$ cat src/rtl/sdram_arbit.sv
// sdram_arbit: arbitrates the SDRAM command bus between the init sequencer,
// the auto-refresh block and the write/read burst blocks.
//
// Ports
//   sclk, s_rst_n                     clock, async active-low reset
//   init_end/init_cmd/init_addr       init sequencer done flag and bus
//   ref_req/ref_end/ref_cmd/ref_addr  refresh request, done pulse and bus
//   wr_req/wr_end/wr_cmd/wr_bank/wr_addr   write request, done pulse and bus
//   rd_req/rd_end/rd_cmd/rd_bank/rd_addr   read request, done pulse and bus
//   ref_en/wr_en/rd_en                grants to the sub-blocks
//   ref_pend                          refresh waiting; burst blocks stop early
//   sdram_*                           muxed SDRAM command/address bus
//   arb_state                         current state code (debug)
//
// state | meaning
// IDLE  | waiting for the init sequencer to finish; init owns the bus
// ARBIT | choosing the next operation; bus drives NOP
// AREF  | refresh block owns the bus until ref_end
// WRITE | write block owns the bus until wr_end
// READ  | read block owns the bus until rd_end

module sdram_arbit #(
    parameter logic [3:0] CMD_NOP = 4'b0111
) (
    input  logic        sclk,
    input  logic        s_rst_n,
    input  logic        init_end,
    input  logic [3:0]  init_cmd,
    input  logic [11:0] init_addr,
    input  logic        ref_req,
    input  logic        ref_end,
    input  logic [3:0]  ref_cmd,
    input  logic [11:0] ref_addr,
    input  logic        wr_req,
    input  logic        wr_end,
    input  logic [3:0]  wr_cmd,
    input  logic [1:0]  wr_bank,
    input  logic [11:0] wr_addr,
    input  logic        rd_req,
    input  logic        rd_end,
    input  logic [3:0]  rd_cmd,
    input  logic [1:0]  rd_bank,
    input  logic [11:0] rd_addr,
    output logic        ref_en,
    output logic        wr_en,
    output logic        rd_en,
    output logic        ref_pend,
    output logic        sdram_cke,
    output logic        sdram_cs_n,
    output logic        sdram_ras_n,
    output logic        sdram_cas_n,
    output logic        sdram_we_n,
    output logic [1:0]  sdram_bank,
    output logic [11:0] sdram_addr,
    output logic [2:0]  arb_state
);

    typedef enum logic [2:0] {
        IDLE  = 3'd0,
        ARBIT = 3'd1,
        AREF  = 3'd2,
        WRITE = 3'd3,
        READ  = 3'd4
    } state_t;

    state_t state_q, state_d;
    logic   ref_p_q, ref_p_d;
    logic   wr_p_q, wr_p_d;
    logic   rd_p_q, rd_p_d;
    logic   ref_en_q, ref_en_d;
    logic   wr_en_q, wr_en_d;
    logic   rd_en_q, rd_en_d;
    logic   cke_q;
    logic [3:0] cmd;

    always_ff @(posedge sclk or negedge s_rst_n) begin
        if (!s_rst_n) begin
            state_q  <= IDLE;
            ref_p_q  <= 1'b0;
            wr_p_q   <= 1'b0;
            rd_p_q   <= 1'b0;
            ref_en_q <= 1'b0;
            wr_en_q  <= 1'b0;
            rd_en_q  <= 1'b0;
            cke_q    <= 1'b0;
        end else begin
            state_q  <= state_d;
            ref_p_q  <= ref_p_d;
            wr_p_q   <= wr_p_d;
            rd_p_q   <= rd_p_d;
            ref_en_q <= ref_en_d;
            wr_en_q  <= wr_en_d;
            rd_en_q  <= rd_en_d;
            cke_q    <= 1'b1;
        end
    end

    always_comb begin
        state_d  = state_q;
        ref_en_d = ref_en_q;
        wr_en_d  = wr_en_q;
        rd_en_d  = rd_en_q;
        ref_p_d  = ref_p_q;
        wr_p_d   = wr_p_q;
        rd_p_d   = rd_p_q;

        // Requests are only remembered once init is done; a request seen
        // during its own operation stays pending for a later grant.
        if (state_q != IDLE) begin
            ref_p_d = ref_p_q | ref_req;
            wr_p_d  = wr_p_q | wr_req;
            rd_p_d  = rd_p_q | rd_req;
        end

        case (state_q)
            IDLE: begin
                if (init_end) state_d = ARBIT;
            end
            ARBIT: begin
                if (ref_p_q || ref_req) begin
                    state_d  = AREF;
                    ref_en_d = 1'b1;
                    ref_p_d  = 1'b0;
                end else if (wr_p_q || wr_req) begin
                    state_d = WRITE;
                    wr_en_d = 1'b1;
                    wr_p_d  = 1'b0;
                end else if (rd_p_q || rd_req) begin
                    state_d = READ;
                    rd_en_d = 1'b1;
                    rd_p_d  = 1'b0;
                end
            end
            AREF: begin
                if (ref_end) begin
                    state_d  = ARBIT;
                    ref_en_d = 1'b0;
                end
            end
            WRITE: begin
                if (wr_end) begin
                    state_d = ARBIT;
                    wr_en_d = 1'b0;
                end
            end
            READ: begin
                if (rd_end) begin
                    state_d = ARBIT;
                    rd_en_d = 1'b0;
                end
            end
            default: begin
                state_d  = ARBIT;
                ref_en_d = 1'b0;
                wr_en_d  = 1'b0;
                rd_en_d  = 1'b0;
            end
        endcase
    end

    always_comb begin
        cmd        = CMD_NOP;
        sdram_bank = 2'd0;
        sdram_addr = 12'd0;
        case (state_q)
            IDLE: begin
                cmd        = init_cmd;
                sdram_addr = init_addr;
            end
            AREF: begin
                cmd        = ref_cmd;
                sdram_addr = ref_addr;
            end
            WRITE: begin
                cmd        = wr_cmd;
                sdram_bank = wr_bank;
                sdram_addr = wr_addr;
            end
            READ: begin
                cmd        = rd_cmd;
                sdram_bank = rd_bank;
                sdram_addr = rd_addr;
            end
            default: begin
                cmd        = CMD_NOP;
                sdram_bank = 2'd0;
                sdram_addr = 12'd0;
            end
        endcase
    end

    assign {sdram_cs_n, sdram_ras_n, sdram_cas_n, sdram_we_n} = cmd;

    assign ref_en    = ref_en_q;
    assign wr_en     = wr_en_q;
    assign rd_en     = rd_en_q;
    assign ref_pend  = ref_p_q;
    assign sdram_cke = cke_q;
    assign arb_state = state_q;

endmodule

$ cat config.mk
export PLATFORM = sky130hd
export DESIGN_NAME = sdram_arbit
export DESIGN_NICKNAME = d
export VERILOG_FILES = /design/src/rtl/sdram_arbit.sv
export SDC_FILE = /design/constraint.sdc
export NUM_CORES = 1
export LEC_CHECK = 0
export ABC_AREA = 1
export CORE_UTILIZATION = 65
export CTS_BUF_LIST = sky130_fd_sc_hd__clkbuf_4 sky130_fd_sc_hd__clkbuf_8
export DETAILED_ROUTE_END_ITERATION = 10
export DONT_BUFFER_PORTS = 1
export HOLD_SLACK_MARGIN = 0.03
export PLACE_DENSITY = 0.92
export SLEW_MARGIN = 20
export SYNTH_ARGS = -nofsm -noshare
export SYNTH_HDL_FRONTEND = slang
export SYNTH_SLANG_ARGS = --single-unit
$ cat constraint.sdc
create_clock -name sclk -period 2.8 [get_ports sclk]
set_input_delay 0.84 -clock sclk [delete_from_list [all_inputs] [get_ports sclk]]
set_output_delay 0.84 -clock sclk [all_outputs]
set_load 0.01 [all_outputs]
# Word-level counts from Yosys, hierarchy flattened
# Index checks and enable logic that the tools add are counted.
# W data, S select, Z words.
# op_classes
eq_ne	14
muxes	35
n_bitwise	6
n_reduce_logical	12
# op_table
operator	n
$pmux W12 S4	1
$mux W1	21
$mux W3	7
$ne A2 B2 Y1 const B	9
$pmux W4 S4	1
$pmux W3 S5	1
$reduce_and A5 Y1	2
$pmux W1 S3	3
$reduce_or A3 Y1	3
$eq A3 B2 Y1 const B	2
$ne A4 B4 Y1 const B	1
$pmux W2 S2	1
$reduce_and A4 Y1	1
$eq A3 B1 Y1 const B	1
$eq A3 B3 Y1 const B	1
$logic_not A3 Y1	1
$logic_or A1 B1 Y1	3
$not A1 Y1	3
$or A1 B1 Y1	3
$reduce_and A3 Y1	1
$reduce_bool A3 Y1	1
# totals
regBits	10
output_inout_bits	26
word_cells	75

# Depth between registers and ports, before layout
# depth
word_depth	6
mapped_depth	7

# Least setup slack after synthesis
# OpenSTA, ideal clock, no wires.
# synth_timing
kind	reg-to-output
startpoint	reg state_q[1], in the netlist arb_state[1]
endpoint	out sdram_addr[10]
arrival_time_ns	1.161
required_ns	1.960
setup_slack_ns	0.799
stages_incl_launch_ff	7
path_cell_list	dfrtp_1 -> nor2_4 -> nand2_1 -> inv_2 -> buf_4 -> nand2_1 -> nand4_1
# synth_via
elab_chain_cells	2
word_cells_on_any_way	5
cone_classes	eq/ne (3); mux (1); reduce/logical (1)
# synth_rtl
item	line_no	rtl
from (decl)	66	state_t state_q, state_d;
from (signal assigned)	87	state_q <= state_d;
$eq A3 B3 Y1, or another cell as far along	165	case (state_q)
$pmux W12 S4 (*)	165	
to (decl)	54	output logic [11:0] sdram_addr,
# Mark *: on every way between the ends. The rest lies on a longest branch, timed or not.

# Worst setup path in the final report
# layout_timing
startpoint	reg state_q[1], in the netlist arb_state[1]
endpoint	out sdram_addr[0]
# Same word-level chain as after synthesis.

==> impl_metrics.yaml <==
outcome:
  status: "finished clean"
drt:
  drtIter0Drc: 57
  antenna_left: 0
  vias: 1189
  wl_per_cell_um: 15.9
  drtPass1Iterations: 4
  wirelength_mm: 2.91
  drcViolationCount: 0
  via_per_inst: 6.50
cells_and_area:
  seq_area_um2: 250
  drive_gt1_share_pct: 7.74
  fill_cells: 124
  final_cell_mix: "62 x nand2_1, 26 x nand3_1, 16 x nand4_1, 15 x nor2_1, 11 x inv_1"
  final_common_cell: "nand2_1"
  nets: 247
  final_cells: 183
  multi_input_area_um2: 636
  utilization_pct: 73.4
  area_growth_pct: 0.125
  antenna_cells: 0
worst_setup_path:
  cp.buffers_inverters: 1
  cpPeakStageDelay_ns: 0.50
  worst-r2r-setup-slack_ns: 1.04
  slowest_stage: "dfrtp_1"
  start_kind: "flip-flop"
  ff2ff_path_depth: 8
  crit_path_cell_trace: "nor2_4 > nand2_1 > inv_2 > nand2_1 > nand4_1"
  required_ns: 1.96
  crit_end: "sdram_addr[0]"
  end_kind: "primary output"
  r2r_end: "arb_state[2]$_DFFE_PN0P_"
  cp_top_family: "simple AND/OR/NAND/NOR gates"
  r2r-start: "arb_state[0]$_DFFE_PN0P_"
  cp.depth: 5
  path_class: "reg2out"
  path_max_fanout: 17
  critPathLaunch: "arb_state[1]$_DFFE_PN0P_"
  path_common_cell: "nand2_1"
  cp.arrival_ns: 1.84
die:
  die_area_um2: 1700
  core_area_um2: 1370
  die_width_um: 41.2
  io_pins: 103
  rows: 13
  die_h_um: 41.2
  initial_core_util_pct: 73.3
pwr:
  power_density_nw_per_um2: 1090
  ir_worst_vdd_v: 0.000836
  total_power_mw: 1.09
  p_leak_nw: 0.469
grt:
  grt_antenna_before_repair: 0
  grt_pass1_wl_mm: 3.65
  grt_overflow: 0
  grt_max_degree: 18
  grt_pass1_vias: 891
  track_usage_pct: 32.0
synthesis:
  postSynthCellCount: 170
  syn-num-nets: 247
  postSynthAreaPerCell_um2: 5.89
  synth_area_um2: 1000
  synth_seq_cells: 10
  ys.warnings.count: 0
  yosysUniqueCellTypes: 22
  synth.yosys.seq_area_share_pct: 25.0
cts:
  post_cts_buffers: 0
  clk_latency_ns: 0.26
  cts_tree: "done"
  ctsResizeCount: 0
  cts_buffers: 3
  holdBufCountCts: 0
  clkSinkCount: 10
  cts.clk_slew.worst_paths_ns: 0.06
  htreeDepth: 1
  cts-root-buf: "clkbuf_4"
  cts.path.max_buffers: 2
sta:
  fin_skew_ns: 0.000778
  setup_violations: 0
  period_share_pct: 95.6
  totalNegativeSetupSlack_ns: 0
  post-route-min-period_ns: 2.68
  maxSlewViolCount: 0
  max_freq_ghz: 0.373
  rsz0062_at_grt: "no"
  hold_viol_final: 0
hold_path:
  hold_path.class: "in2async"
placement:
  finalWeightedCongestion: 0.880
  dp_cells: 180
  port_buffers: 0
  dp.final_hpwl_mm: 2.34
flow_run:
  drv_cap: 0
## final cells by class
cell class                      count  area share (%)
Tap cell                           15            1.87
Timing Repair Buffer                3            2.25
Sequential cell                    10            25.0
Clock buffer                        3            2.25
Multi-Input combinational cell    138            63.4
Inverter                           14            5.24
## layer usage
layer	track usage [%]	wire, µm
met5	0	0
met4	9.68	36
met3	2.72	309
met2	58.2	1490
met1	39.5	1070
## cells by family after synthesis
logic type | synth area share (%)
AOI/OAI and AO/OA | 8.37
buffers and inverters | 11.5
DFF | 25.0
other | 0.375
and+or+nand+nor | 54.7
## worst register-to-register path, delay by kind of cell (launching register included)
| family | cells | cell delay (ns) |
|---|---|---|
| simple gates | 7 | 0.84 |
| buf+inv | 1 | 0.24 |
| flops | 1 | 0.57 |
## report_power, final
part	internal [mW]	switching (mW)	total, mW
combinational	0.208	0.507	0.716
sequential	0.197	0.0850	0.282
clock	0.0495	0.0460	0.0955
total	0.455	0.638	1.09
## cell usage after synthesis
master / count / area [µm²]
a32o_1: 2 / 20.0
o21ai_2: 1 / 8.76
buf_12: 1 / 20.0
nor3_1: 1 / 5.00
buf_4: 1 / 7.51
inv_1: 11 / 41.3
nand2_1: 62 / 233
nand3_1: 26 / 130
inv_2: 3 / 11.3
o21ai_1: 1 / 5.00
buf_2: 4 / 20.0
nor2_1: 15 / 56.3
buf_6: 1 / 11.3
buf_1: 1 / 3.75
nand2_2: 1 / 6.26
nor2_2: 1 / 6.26
a21oi_1: 6 / 30.0
o21ai_0: 4 / 20.0
dfrtp_1: 10 / 250
nand4_1: 16 / 100
conb_1: 1 / 3.75
nor2_4: 1 / 11.3
## sequential cells by signal, summed over array words and instances, names as in the netlist
signal	cells
wr_en	1
arb_state	3
rd_p_q	1
ref_en	1
sdram_cke	1
ref_pend	1
rd_en	1
wr_p_q	1
## worst min path at each step
stage	startpoint	endpoint	slack, ns	cells past startpoint
2_1_floorplan	wr_p_q$_DFF_PN0_	wr_p_q$_DFF_PN0_	0.49	2
3_3_place_gp	wr_p_q$_DFF_PN0_	wr_p_q$_DFF_PN0_	0.51	2
3_5_place_dp	s_rst_n	sdram_cke$_DFF_PN0_	0.54	0
4_1_cts	s_rst_n	sdram_cke$_DFF_PN0_	0.27	0
5_1_grt	s_rst_n	rd_en$_DFFE_PN0P_	0.26	0
6_report	s_rst_n	ref_en$_DFFE_PN0P_	0.27	0
## per-stage QoR
step,worst slack (ns),instance area [µm²],hold WS [ns]
after global placement,0.504,980,0.515
after global routing,0.00704,1000,0.261
after detailed placement,0.420,980,0.537
after CTS,0.151,1000,0.266
final,0.122,1000,0.269
after floorplan,0.799,1000,0.492
No activity file was read; power rests on OpenSTA's default activity.
